==> config.mk <==
export PLATFORM = sky130hd
export DESIGN_NAME = mult_reservation_station
export DESIGN_NICKNAME = d
export VERILOG_FILES = /design/src/rtl/rv32i_types.sv /design/src/rtl/rs_oldest_ready_select.sv /design/src/rtl/mult_reservation_station.sv
export SDC_FILE = /design/constraint.sdc
export NUM_CORES = 1
export LEC_CHECK = 0
export BUFFER_PORTS_ARGS = -buffer_cell sky130_fd_sc_hd__buf_2
export CORE_MARGIN = 5
export CORE_UTILIZATION = 25
export CTS_BUF_LIST = sky130_fd_sc_hd__clkbuf_8
export CTS_CLUSTER_DIAMETER = 120
export CTS_CLUSTER_SIZE = 8
export DETAILED_ROUTE_END_ITERATION = 8
export GPL_TIMING_DRIVEN = 1
export SETUP_SLACK_MARGIN = 0.2
export SLEW_MARGIN = 30
export SYNTH_ARGS = -nofsm -noshare
export SYNTH_HDL_FRONTEND = slang
export SYNTH_HIERARCHICAL = 1
export SYNTH_SLANG_ARGS = --single-unit
==> constraint.sdc <==
create_clock -name clk -period 13.1 [get_ports clk]
set_clock_uncertainty 0.05 [all_clocks]
set_input_delay 0 -clock clk [delete_from_list [all_inputs] [get_ports clk]]
set_output_delay 0 -clock clk [all_outputs]
set_load 0.02 [all_outputs]
==> src/rtl/rv32i_types.sv <==
// Shared RV32I backend types: multiplier reservation-station entries and the
// issue bundle handed to the multiplier.
package rv32i_types;

  localparam int unsigned PREG_W    = 6;
  localparam int unsigned ROB_IDX_W = 4;

  typedef struct packed {
    logic [PREG_W-1:0]    pd;
    logic [4:0]           rd;
    logic [PREG_W-1:0]    ps1;
    logic [PREG_W-1:0]    ps2;
    logic                 ps1_ready;
    logic                 ps2_ready;
    logic [2:0]           funct3;
    logic [6:0]           opcode;
    logic [ROB_IDX_W-1:0] rob_entry_idx;
    logic [31:0]          pc;
  } mult_rs_entry_t;

  typedef struct packed {
    logic                 valid;
    logic [PREG_W-1:0]    pd;
    logic [4:0]           rd;
    logic [PREG_W-1:0]    ps1;
    logic [PREG_W-1:0]    ps2;
    logic [2:0]           funct3;
    logic [6:0]           opcode;
    logic [ROB_IDX_W-1:0] rob_entry_idx;
    logic [31:0]          pc;
  } rs_to_mult_t;

  function automatic rs_to_mult_t to_issue(input mult_rs_entry_t e);
    rs_to_mult_t r;
    r.valid         = 1'b1;
    r.pd            = e.pd;
    r.rd            = e.rd;
    r.ps1           = e.ps1;
    r.ps2           = e.ps2;
    r.funct3        = e.funct3;
    r.opcode        = e.opcode;
    r.rob_entry_idx = e.rob_entry_idx;
    r.pc            = e.pc;
    return r;
  endfunction

endpackage

==> src/rtl/rs_oldest_ready_select.sv <==
// Priority encoder: index of the lowest-numbered (oldest) ready slot.
module rs_oldest_ready_select #(
  parameter int unsigned NUM_ENTRIES = 4
) (
  input  logic [NUM_ENTRIES-1:0]         ready_i,
  output logic [$clog2(NUM_ENTRIES)-1:0] idx_o,
  output logic                           found_o
);

  localparam int unsigned IDX_W = $clog2(NUM_ENTRIES);

  always_comb begin
    idx_o   = '0;
    found_o = 1'b0;
    for (int unsigned i = 0; i < NUM_ENTRIES; i++) begin
      if (ready_i[i] && !found_o) begin
        found_o = 1'b1;
        idx_o   = IDX_W'(i);
      end
    end
  end

endmodule

==> src/rtl/mult_reservation_station.sv <==
// Multiplier reservation station: compacting age-ordered queue with CDB wakeup
// and a single registered issue slot toward the multiplier.
module mult_reservation_station
  import rv32i_types::*;
#(
  parameter int unsigned NUM_ENTRIES = 4,
  parameter int unsigned PREG_BITS   = 6
) (
  input  logic                 clk,
  input  logic                 rst,
  input  logic                 dispatch_valid,
  input  mult_rs_entry_t       dispatch_entry,
  output logic                 rs_full,
  input  logic                 cdb_valid,
  input  logic [PREG_BITS-1:0] cdb_pd,
  input  logic                 flush,
  input  logic                 mult_is_ready_to_RS,
  output rs_to_mult_t          rs_to_mult,
  output logic [PREG_BITS-1:0] ps1_idx,
  output logic [PREG_BITS-1:0] ps2_idx
);

  localparam int unsigned IDX_W = $clog2(NUM_ENTRIES);
  localparam int unsigned CNT_W = $clog2(NUM_ENTRIES + 1);

  mult_rs_entry_t         slots_q [NUM_ENTRIES];
  mult_rs_entry_t         slots_d [NUM_ENTRIES];
  logic [CNT_W-1:0]       count_q, count_d;
  rs_to_mult_t            issue_q, issue_d;

  logic [NUM_ENTRIES-1:0] ready_vec;
  logic [IDX_W-1:0]       sel_idx;
  logic                   sel_found;
  logic                   can_issue;
  logic                   do_remove;
  logic                   accept;
  logic [CNT_W-1:0]       count_rem;
  mult_rs_entry_t         new_entry;

  function automatic mult_rs_entry_t wake(input mult_rs_entry_t e,
                                          input logic cv,
                                          input logic [PREG_BITS-1:0] cpd);
    mult_rs_entry_t w;
    w = e;
    if (cv && (PREG_BITS'(e.ps1) == cpd)) w.ps1_ready = 1'b1;
    if (cv && (PREG_BITS'(e.ps2) == cpd)) w.ps2_ready = 1'b1;
    return w;
  endfunction

  assign rs_full    = (count_q == CNT_W'(NUM_ENTRIES));
  assign rs_to_mult = issue_q;
  assign ps1_idx    = PREG_BITS'(issue_q.ps1);
  assign ps2_idx    = PREG_BITS'(issue_q.ps2);

  always_comb begin
    for (int unsigned i = 0; i < NUM_ENTRIES; i++) begin
      ready_vec[i] = (CNT_W'(i) < count_q) && slots_q[i].ps1_ready && slots_q[i].ps2_ready;
    end
  end

  rs_oldest_ready_select #(
    .NUM_ENTRIES (NUM_ENTRIES)
  ) u_select (
    .ready_i (ready_vec),
    .idx_o   (sel_idx),
    .found_o (sel_found)
  );

  always_comb begin
    can_issue = !issue_q.valid || mult_is_ready_to_RS;
    do_remove = can_issue && sel_found;

    issue_d = issue_q;
    if (can_issue) begin
      if (sel_found) issue_d = to_issue(slots_q[sel_idx]);
      else           issue_d.valid = 1'b0;
    end

    // Compact first (slots at/above the issued one shift down), then wake the result.
    for (int unsigned i = 0; i < NUM_ENTRIES; i++) begin
      slots_d[i] = slots_q[i];
      if (do_remove && (IDX_W'(i) >= sel_idx)) begin
        slots_d[i] = (i == NUM_ENTRIES - 1) ? '0 : slots_q[(i + 1) % NUM_ENTRIES];
      end
      slots_d[i] = wake(slots_d[i], cdb_valid, cdb_pd);
    end

    count_rem = count_q - CNT_W'(do_remove);
    accept    = dispatch_valid && !rs_full;

    new_entry = dispatch_entry;
    if (dispatch_entry.ps1 == '0) new_entry.ps1_ready = 1'b1;
    if (dispatch_entry.ps2 == '0) new_entry.ps2_ready = 1'b1;
    new_entry = wake(new_entry, cdb_valid, cdb_pd);

    if (accept) slots_d[count_rem[IDX_W-1:0]] = new_entry;
    count_d = count_rem + CNT_W'(accept);

    if (flush) begin
      count_d = '0;
      issue_d = '0;
      for (int unsigned i = 0; i < NUM_ENTRIES; i++) slots_d[i] = '0;
    end
  end

  always_ff @(posedge clk or posedge rst) begin
    if (rst) begin
      count_q <= '0;
      issue_q <= '0;
      for (int unsigned i = 0; i < NUM_ENTRIES; i++) slots_q[i] <= '0;
    end else begin
      count_q <= count_d;
      issue_q <= issue_d;
      for (int unsigned i = 0; i < NUM_ENTRIES; i++) slots_q[i] <= slots_d[i];
    end
  end

endmodule

==> metrics, run 1 <==
status=finished, final reports clean; largest net degree at the start of global routing=163; Die Wd=287.3 um; Clock Pin Slew Worst Setup and Hold Paths=0.07 ns; syn nets=2,126; RR Startpoint=count_q[1]$_DFF_PP0_; Final min period=4.923 ns; share of cells above drive strength 1=15.94%; Post-synth top flop=dfrtp_1; Clock Tree Buf Depth=3; IO Port Bufs=165; sequential area share after synthesis=46.46%; Reg2Reg Depth=13; post-CTS setup buffers=0; nets=2,274; Startpoint Class=flop; area delta synth->final=17.23%; Final Util=29.63%; Final Max Tran Viols=0; Yosys warning count=6; Fin Setup TNS=0 ns; slew of the pin with the lowest slew margin=0.9636 ns; All-Layer GR Usage=15.62%; Mapped Cells=2,039; register area=0.008934 mm^2; Detail Route Antenna Nets=0; max-cap viol count=0; Worst Path Required=13.66 ns; CTS tree=yes; cell type with the largest total area after synthesis=dfrtp_1; Crit Path Max Fanout=46; Non-Filler Instances=3,220; LEAKAGE=8.926 nW; P per Cell Area=107.3 mW/mm^2; Setup CP Type=reg2reg; routed length per placed instance=20.47 um; die area=0.08256 mm^2; Hold Startpoint=dispatch_valid; number of antenna violations at the first check in global routing=2; Hold Fails Final Rpt=0; DR pass1 iterations=6; root buffer cell=clkbuf_8; Synth Area per Inst=9.430 um^2; Post-synth EDFFs=0; 1st-iter DRT viols=1,585; worst hold margin=0.09102 ns; TritonCTS Buffers=50; Core ar.=0.07608 mm^2; Multi-input gate area=0.009319 mm^2; Max H-tree Level=2; post-synth cell types=67; Async SR Flop Fraction=100.0%; setup slack, reg-to-reg=8.18 ns; worst skew pair latency=0.67 ns; clk sink count=357; Max Fclk=203.1 MHz; top post-synthesis cells by area=dfrtp_1 46%, nand2_1 9.3%, mux4_2 8.1%, a311oi_1 5.7%, nor2_1 4.4%; RSZ-0062 raised after global routing=false; fin crit share=37.58%; CP startpoint=count_q[1]$_DFF_PP0_; reg-to-reg endpoint=slots_q[47]$_DFF_PP0_; Vias/cell=5.180; Via Count=16,680; Setup-failing EPs final=0; Starting Density=25.27%; worst vdd ir=0.00007078 V; Mapped Area=0.01923 mm^2; dpl ws=8.329 ns; Critical Path End Type=flop; placed cells=3,057; Post-DP HPWL=38.33 mm; Final Routed Wirelength=65.91 mm; first-pass GRT wire length=102.9 mm; HP Class=in2reg; Worst slew margin=35.76%; Overflow after GRT=0; RePlAce Congestion=0.8226; share of the synthesized area in the top cell type=46.46%; vias in the first global route=16,660; #FFs+latches synth=357; CP arrival=5.48 ns; Rows=101; drt drc=0; setup ws final=8.177 ns; Ports=166; die span in y=287.3 um; fill count=8,022; crit path capture=slots_q[47]$_DFF_PP0_
[metal layers]
metal  global-route usage [%]  part of all wire [%]  vias to the layer above
met5                        0                 0.017                        -
met2                    25.26                    47                      649
met1                    21.59                    44                     8411
met3                    2.815                   6.4                      113
met4                    4.378                   2.3                        2
li1                         -                     -                     7505
[cell usage in the layout (no fill, tap or decap), types with 6 or more instances in the layout]
master	count
nand2_1	474
dfrtp_1	357
nor2_1	227
buf_2	164
a21oi_1	151
a311oi_1	125
dlygate4sd3_1	105
mux2i_1	84
a211oi_1	83
nand3_1	75
mux4_2	69
clkbuf_8	50
xnor2_1	24
buf_4	24
xor2_1	17
inv_1	16
o21ai_0	12
nor2b_1	10
nand2b_1	10
nand4_1	7
o22ai_1	6
nor4_1	6
[logic make-up (layout without fill, tap and decap cells)]
group	Yosys count	count (layout)	synth area share [%]
simple gates	836	836	17.78
fa+ha+maj	4	4	0.2603
other cells	0	1	0
mux	159	159	12.84
flops	357	357	46.46
buf+inv	224	374	5.486
compound gates	418	418	15.31
xor+xnor	41	41	1.868
[per-stage QoR]
step / area, um^2 / power [mW]
3_3_place_gp: 20660 / 1.618
6_report: 22540 / 2.418
5_1_grt: 22540 / 2.539
2_1_floorplan: 19230 / 1.503
3_5_place_dp: 20680 / 1.622
4_1_cts: 22460 / 2.445
[repair_timing]
| item | CTS | global route |
|---|---|---|
| resized for setup | 0 | 0 |
| endpoints found under the hold margin | 388 | 0 |
| endpoints found under the setup margin | 0 | 0 |
| hold buffers | 105 | 0 |
[worst max-delay path, cell delays in order (launching register included)]
cell and delay, ns:
dfrtp_1 0.43, o311a_1 0.44, nor2_1 0.11, nand2_1 0.23, nand2_4 0.43, clkinv_2 0.13
ha_1 0.20, ha_1 0.37, nor2_1 0.25, and2_4 0.50, buf_4 0.69, a21oi_1 0.10
a221oi_1 0.29, dlygate4sd3_1 0.59
[worst min-delay path by stage]
stage | to | depth (start not counted)
after floorplan | slots_q[0]$_DFF_PP0_ | 2
after global placement | rs_to_mult[65]$_DFFE_PP0P_ | 2
after detailed placement | rs_to_mult[63]$_DFFE_PP0P_ | 2
after CTS | count_q[0]$_DFF_PP0_ | 5
after global routing | slots_q[18]$_DFF_PP0_ | 4
final | count_q[0]$_DFF_PP0_ | 5
[flip-flops by register name, indices dropped and copies added, names as in the netlist]
signal / count
ps2_idx: 6
rs_to_mult: 58
count_q: 3
slots_q: 284
ps1_idx: 6
[final cells by class]
| type | instances | area share, % |
|---|---|---|
| clock inverter | 4 | 0.1776 |
| timing repair buffer | 300 | 9.692 |
| inverter | 20 | 0.3719 |
| clock buffer | 50 | 3.053 |
| sequential | 357 | 39.63 |
| tap | 1030 | 5.717 |
| multi-input combinational | 1458 | 41.34 |
| antenna | 1 | 0.01110 |
[Yosys cell counts (6+ instances only)]
library cell,instances
buf_4,29
buf_1,9
mux2i_1,84
nand2b_1,10
nor2b_1,10
dfrtp_1,357
a211oi_1,83
nand2_1,477
o21ai_0,12
nand3_1,76
xor2_1,17
o22ai_1,6
a21oi_1,151
xnor2_1,24
nor2_1,227
inv_1,18
nand4_1,7
buf_2,60
clkbuf_1,102
mux4_2,69
nor4_1,6
a311oi_1,125
[where the power goes]
| group | switching [mW] | internal, mW |
|---|---|---|
| registers | 0.0580 | 1.18 |
| clock network | 0.443 | 0.343 |
| logic | 0.240 | 0.158 |
(Power assumes the default switching activity.)
==> inputs of run 2 (changes only) <==
==> constraint.sdc (replaced) <==
create_clock -name clk -period 4.1 [get_ports clk]
set_clock_uncertainty 0.05 [all_clocks]
set_input_delay 0 -clock clk [delete_from_list [all_inputs] [get_ports clk]]
set_output_delay 0 -clock clk [all_outputs]
set_load 0.02 [all_outputs]
==> metrics, run 2 (same netlist as run 1, synthesis figures left out) <==
Biggest register=slots_q (unchanged); Sw Share=30.01% (was 30.65%); CP arrival=4.17 ns (was 5.48 ns); Non-Filler Instances=3,237 (was 3,220); Sw Pwr=2.324 mW (was 0.7411 mW); Setup CP Type=reg2reg (unchanged); Fin Setup TNS=0 ns (unchanged); RePlAce Congestion=0.8312 (was 0.8226); Hold Fails Final Rpt=0 (unchanged); die area=0.08256 mm^2 (unchanged); Rows=101 (unchanged); Die Wd=287.3 um (unchanged); vias in the first global route=16,512 (was 16,660); Final min period=3.707 ns (was 4.923 ns); Max H-tree Level=2 (unchanged); Final Max Tran Viols=0 (unchanged); Comb pwr share=16.8% (was 16.5%); first-pass GRT wire length=101.4 mm (was 102.9 mm); 1st-iter DRT viols=1,657 (was 1,585); status=finished, final reports clean (unchanged); worst vdd ir=0.0002054 V (was 0.00007078 V); LEAKAGE=9.041 nW (was 8.926 nW); Crit Path Max Fanout=30 (was 46); P per Cell Area=339.8 mW/mm^2 (was 107.3 mW/mm^2); IO Port Bufs=165 (unchanged); Worst Path Required=4.56 ns (was 13.66 ns); Core ar.=0.07608 mm^2 (unchanged); clock share of power=32.3% (was 32.5%); TritonCTS Buffers=50 (unchanged); RSZ-0062 raised after global routing=true (was false); nets=2,289 (was 2,274); Critical Path End Type=flop (unchanged); flip-flop count of the largest register after layout=284 (unchanged); Vias/cell=5.122 (was 5.180); Flop pwr share=50.9% (was 51.0%); root buffer cell=clkbuf_8 (unchanged); placed cells=3,069 (was 3,057); Clock Pin Slew Worst Setup and Hold Paths=0.08 ns (was 0.07 ns); number of antenna violations at the first check in global routing=12 (was 2); Final Util=29.96% (was 29.63%); routed length per placed instance=20.49 um (was 20.47 um); commonest non-fill, non-tap cells in the layout=474 x nand2_1, 357 x dfrtp_1, 226 x nor2_1 (was 474 x nand2_1, 357 x dfrtp_1, 227 x nor2_1); Pint=5.422 mW (was 1.677 mW); Startpoint Class=flop (unchanged); DR pass1 iterations=6 (unchanged); clk sink count=357 (unchanged); CTS tree=yes (unchanged); worst skew pair latency=0.64 ns (was 0.67 ns); total power=7.746 mW (was 2.418 mW); Post-DP HPWL=39.02 mm (was 38.33 mm); Via Count=16,581 (was 16,680); worst hold margin=0.07455 ns (was 0.09102 ns); Overflow after GRT=0 (unchanged); slew of the pin with the lowest slew margin=1.223 ns (was 0.9636 ns); dpl ws=0.7017 ns (was 8.329 ns); Max Fclk=269.8 MHz (was 203.1 MHz); DP Area=0.02090 mm^2 (was 0.02068 mm^2); All-Layer GR Usage=15.41% (was 15.62%); Setup-failing EPs final=0 (unchanged); Clock Tree Buf Depth=3 (unchanged); Final Routed Wirelength=66.32 mm (was 65.91 mm); area delta synth->final=18.55% (was 17.23%); Starting Density=25.27% (unchanged); die span in y=287.3 um (unchanged); Detail Route Antenna Nets=0 (unchanged); HP Class=in2reg (unchanged); Ports=166 (unchanged); setup ws final=0.3932 ns (was 8.177 ns); Worst slew margin=18.29% (was 35.76%); drt drc=0 (unchanged); Final Cell Area=0.02279 mm^2 (was 0.02254 mm^2); fin crit share=90.41% (was 37.58%); largest net degree at the start of global routing=138 (was 163); max-cap viol count=0 (unchanged); most common cell after layout, fill and taps aside=nand2_1 (unchanged); share of cells above drive strength 1=16.70% (was 15.94%)
## run 2: cell types whose count changed in the layout (fill, tap and decap cells not counted), sizes merged
| cell | before | now |
|---|---|---|
| clkbuf | 50 | 55 |
| diode | 1 | 3 |
| buf | 195 | 211 |
| and2 | 1 | 2 |
| inv | 19 | 17 |
| dlygate4sd3 | 105 | 101 |
| clkinv | 4 | 3 |
## run 2: path summary, 6_finish.rpt
| path | end | slack, ns | startpoint | cells past startpoint |
|---|---|---|---|---|
| max | slots_q[39]$_DFF_PP0_ | 0.39 | count_q[1]$_DFF_PP0_ | 13 |
| min | slots_q[259]$_DFF_PP0_ | 0.07 | cdb_pd[2] | 4 |
| max reg2reg | slots_q[39]$_DFF_PP0_ | 0.39 | count_q[1]$_DFF_PP0_ | 13 |
| min reg2reg | rs_to_mult[18]$_DFFE_PP0P_ | 0.47 | rs_to_mult[18]$_DFFE_PP0P_ | 2 |
| max in group asynchronous | slots_q[78]$_DFF_PP0_ | 2.32 | rst | 5 |
| min in group asynchronous | ps2_idx[4]$_DFFE_PP0P_ | 0.58 | rst | 4 |
## run 2: layer usage
metal	global-route usage (%)	routed length (um)	vias up
met5	0	98	-
met4	4.065	1360	16
met3	3.101	4405	113
met2	24.62	30680	593
met1	21.45	29780	8313
li1	-	-	7546
## run 2: what timing repair did
| action | in CTS | in global routing |
|---|---|---|
| hold buffers | 101 | 0 |
| endpoints found under the setup margin | 0 | 18 |
| endpoints found under the hold margin | 386 | 0 |
| buffers inserted | 0 | 7 |
| gates resized for setup | 0 | 5 |
## run 2: power by group through the flow
stage	sequential, mW	combinational (mW)	clock [mW]
after CTS	3.93	1.29	2.60
after global placement	3.99	1.20	0
after detailed placement	3.99	1.21	0
final	3.94	1.30	2.50
after floorplan	3.95	0.858	0
after global routing	3.97	1.43	2.73
## run 2: final cells by class
type | instances | area, um^2
Multi-Input combinational cell | 1459 | 9338
Sequential cell | 357 | 8934
Tap cell | 1030 | 1289
Clock inverter | 1 | 5.005
Inverter | 20 | 80.08
Antenna cell | 3 | 7.507
Timing Repair Buffer | 314 | 2411
Clock buffer | 53 | 729.5
Fill cell | 8003 | 53280
## run 2: critical path, stage by stage, from the launching register on
cell and delay [ns]:
dfrtp_1 0.42, o311a_1 0.45, nor2_1 0.12, nand2_1 0.20, nand2_4 0.13, clkinv_2 0.07, ha_1 0.18, ha_1 0.40
nor2_4 0.26, nand2_8 0.24, buf_16 0.31, nand3_1 0.08, a21oi_1 0.08, dlygate4sd3_1 0.60
==> inputs of run 3 (changes only) <==
==> constraint.sdc (replaced) <==
create_clock -name clk -period 3.6 [get_ports clk]
set_clock_uncertainty 0.05 [all_clocks]
set_input_delay 0 -clock clk [delete_from_list [all_inputs] [get_ports clk]]
set_output_delay 0 -clock clk [all_outputs]
set_load 0.02 [all_outputs]
==> metrics, run 3 (same netlist as run 1, synthesis figures left out) <==
die span in y=287.3 um (unchanged); Min-Delay Path Depth=4 (unchanged); Final Util=29.94% (was 29.96%); Post-DP HPWL=39.29 mm (was 39.02 mm); Clock Tree Buf Depth=3 (unchanged); number of antenna violations at the first check in global routing=9 (was 12); status=finished, final reports clean (unchanged); Max H-tree Level=2 (unchanged); clk sink count=357 (unchanged); Worst Path Required=4.12 ns (was 4.56 ns); critical path depth=10 (was 13); max-cap viol count=0 (unchanged); CP startpoint=count_q[2]$_DFF_PP0_ (was count_q[1]$_DFF_PP0_); nets=2,284 (was 2,289); Clock Pin Slew Worst Setup and Hold Paths=0.08 ns (about the same); vias in the first global route=16,549 (was 16,512); Crit Path Max Fanout=13 (was 30); largest net degree at the start of global routing=148 (was 138); Comb pwr share=17.1% (was 16.8%); DP Area=0.02110 mm^2 (was 0.02090 mm^2); commonest non-fill, non-tap cells in the layout=473 x nand2_1, 357 x dfrtp_1, 227 x nor2_1 (was 474 x nand2_1, 357 x dfrtp_1, 226 x nor2_1); total power=8.814 mW (was 7.746 mW); Core ar.=0.07608 mm^2 (unchanged); Setup CP Type=reg2reg (unchanged); RePlAce Congestion=0.8327 (was 0.8312); Max Fclk=314.0 MHz (was 269.8 MHz); Setup-failing EPs final=0 (unchanged); routed length per placed instance=20.33 um (was 20.49 um); Worst slew margin=41.47% (was 18.29%); TritonCTS Buffers=50 (unchanged); Final Routed Wirelength=65.71 mm (was 66.32 mm); IO Port Bufs=165 (unchanged); CTS tree=yes (unchanged); Detail Route Antenna Nets=0 (unchanged); Die Wd=287.3 um (unchanged); P per Cell Area=387.0 mW/mm^2 (was 339.8 mW/mm^2); placed cells=3,080 (was 3,069); Reg2Reg Depth=10 (was 13); Final min period=3.184 ns (was 3.707 ns); CP arrival=3.70 ns (was 4.17 ns); All-Layer GR Usage=15.49% (was 15.41%); flip-flop count of the largest register after layout=284 (unchanged); crit-path leading delay family=simple AND/OR/NAND/NOR gates (unchanged); most common cell after layout, fill and taps aside=nand2_1 (unchanged); Hold Startpoint=dispatch_entry[6] (was cdb_pd[2]); Starting Density=25.27% (unchanged); Buf/Inv on CP=2 (was 3); fill count=8,004 (was 8,003); 1st-iter DRT viols=1,521 (was 1,657); HP Class=in2reg (unchanged); Non-Filler Instances=3,232 (was 3,237); Biggest register=slots_q (unchanged); Sw Share=30.09% (was 30.01%); RR Startpoint=count_q[2]$_DFF_PP0_ (was count_q[1]$_DFF_PP0_); Vias/cell=5.112 (was 5.122); root buffer cell=clkbuf_8 (unchanged); Rows=101 (unchanged); CP max stage delay=0.59 ns (was 0.60 ns); LEAKAGE=9.005 nW (was 9.041 nW); DR pass1 iterations=6 (unchanged); Hold Fails Final Rpt=0 (unchanged); Startpoint Class=flop (unchanged); worst hold margin=0.1348 ns (was 0.07455 ns); Pint=6.162 mW (was 5.422 mW); Overflow after GRT=0 (unchanged); Final Cell Area=0.02278 mm^2 (was 0.02279 mm^2); die area=0.08256 mm^2 (unchanged); slew of the pin with the lowest slew margin=0.8779 ns (was 1.223 ns); RSZ-0062 raised after global routing=false (was true); Sw Pwr=2.652 mW (was 2.324 mW); worst vdd ir=0.0002245 V (was 0.0002054 V); reg-to-reg endpoint=slots_q[260]$_DFF_PP0_ (was slots_q[39]$_DFF_PP0_); crit path max-delay cell type=dlygate4sd3_1 (unchanged); setup slack, reg-to-reg=0.42 ns (was 0.39 ns); Hold EP=slots_q[6]$_DFF_PP0_ (was slots_q[259]$_DFF_PP0_); share of cells above drive strength 1=17.29% (was 16.70%); Flop pwr share=50.9% (about the same); area delta synth->final=18.46% (was 18.55%); worst skew pair latency=0.65 ns (was 0.64 ns); first-pass GRT wire length=102.5 mm (was 101.4 mm); Final Max Tran Viols=0 (unchanged); drt drc=0 (unchanged); Via Count=16,522 (was 16,581); Ports=166 (unchanged); clock share of power=31.9% (was 32.3%); critical path cell sequence=and3_1, nor2_1, nor3_2, nand2b_2, nor3_4, buf_8, mux2i_2, o221ai_1, dlygate4sd3_1, o22ai_1 (was o311a_1, nor2_1, nand2_1, nand2_4, clkinv_2, ha_1, ha_1, nor2_4, nand2_8, buf_16, nand3_1, a21oi_1, dlygate4sd3_1); Critical Path End Type=flop (unchanged); fin crit share=88.46% (was 90.41%)
-- run 3: changes by cell type in the layout (fill, tap and decap cells not counted), moves of 2 or more --
cell	before	now
buf_12	11	21
buf_4	31	35
clkbuf_16	2	0
clkbuf_8	53	51
dlygate4sd3_1	101	83
-- run 3: power by group through the flow --
stage               Sequential [mW]  Combinational (mW)  Clock [mW]
finish                         4.49                1.51        2.81
floorplan                      4.49               0.977           0
global route                   4.52                1.66        3.05
CTS                            4.48                1.50        2.91
global placement               4.55                1.40           0
detailed placement             4.55                1.41           0
-- run 3: worst max-delay path by stage --
stage	endpoint	slack (ns)
after floorplan	count_q[0]$_DFF_PP0_	-1.23
after global placement	slots_q[196]$_DFF_PP0_	0.42
after detailed placement	slots_q[196]$_DFF_PP0_	0.36
after CTS	slots_q[260]$_DFF_PP0_	0.24
after global routing	slots_q[260]$_DFF_PP0_	0.22
final	slots_q[260]$_DFF_PP0_	0.42
-- run 3: routing by layer --
layer | GRT usage [%] | vias up | routed length, um
met5 | 0 | - | 62
met4 | 4.426 | 10 | 1480
met3 | 2.815 | 117 | 4208
met2 | 24.61 | 595 | 30290
met1 | 21.71 | 8274 | 29670
li1 | - | 7526 | -
-- run 3: what timing repair did --
item,4_1_cts,5_1_grt
resized for setup,0,7
endpoints found under the hold margin,516,0
hold buffers,83,0
setup endpoints to repair,0,137
buffers inserted,0,11
-- run 3: final cells by class --
type / instances / area [um^2] / area share (%)
Inverter: 20 / 80.08 / 0.3516
Antenna cell: 4 / 10.01 / 0.04395
Multi-Input combinational cell: 1459 / 9323 / 40.93
Clock inverter: 2 / 12.51 / 0.05494
Clock buffer: 51 / 701.9 / 3.082
Tap cell: 1030 / 1289 / 5.658
Sequential cell: 357 / 8934 / 39.22
Timing Repair Buffer: 309 / 2426 / 10.65
-- run 3: worst reg2reg max path, stage by stage, from the launching register on --
cell and delay, ns:
dfrtp_1 0.45, and3_1 0.19, nor2_1 0.20, nor3_2 0.11, nand2b_2 0.29, nor3_4 0.43
buf_8 0.24, mux2i_2 0.28, o221ai_1 0.15, dlygate4sd3_1 0.59, o22ai_1 0.15
-- run 3: metrics by stage --
step / setup slack, ns / TNS [ns]
floorplan: -1.234 / -440.65
global placement: 0.4158 / 0
detailed placement: 0.3569 / 0
CTS: 0.2429 / 0
global route: 0.2152 / 0
finish: 0.4155 / 0
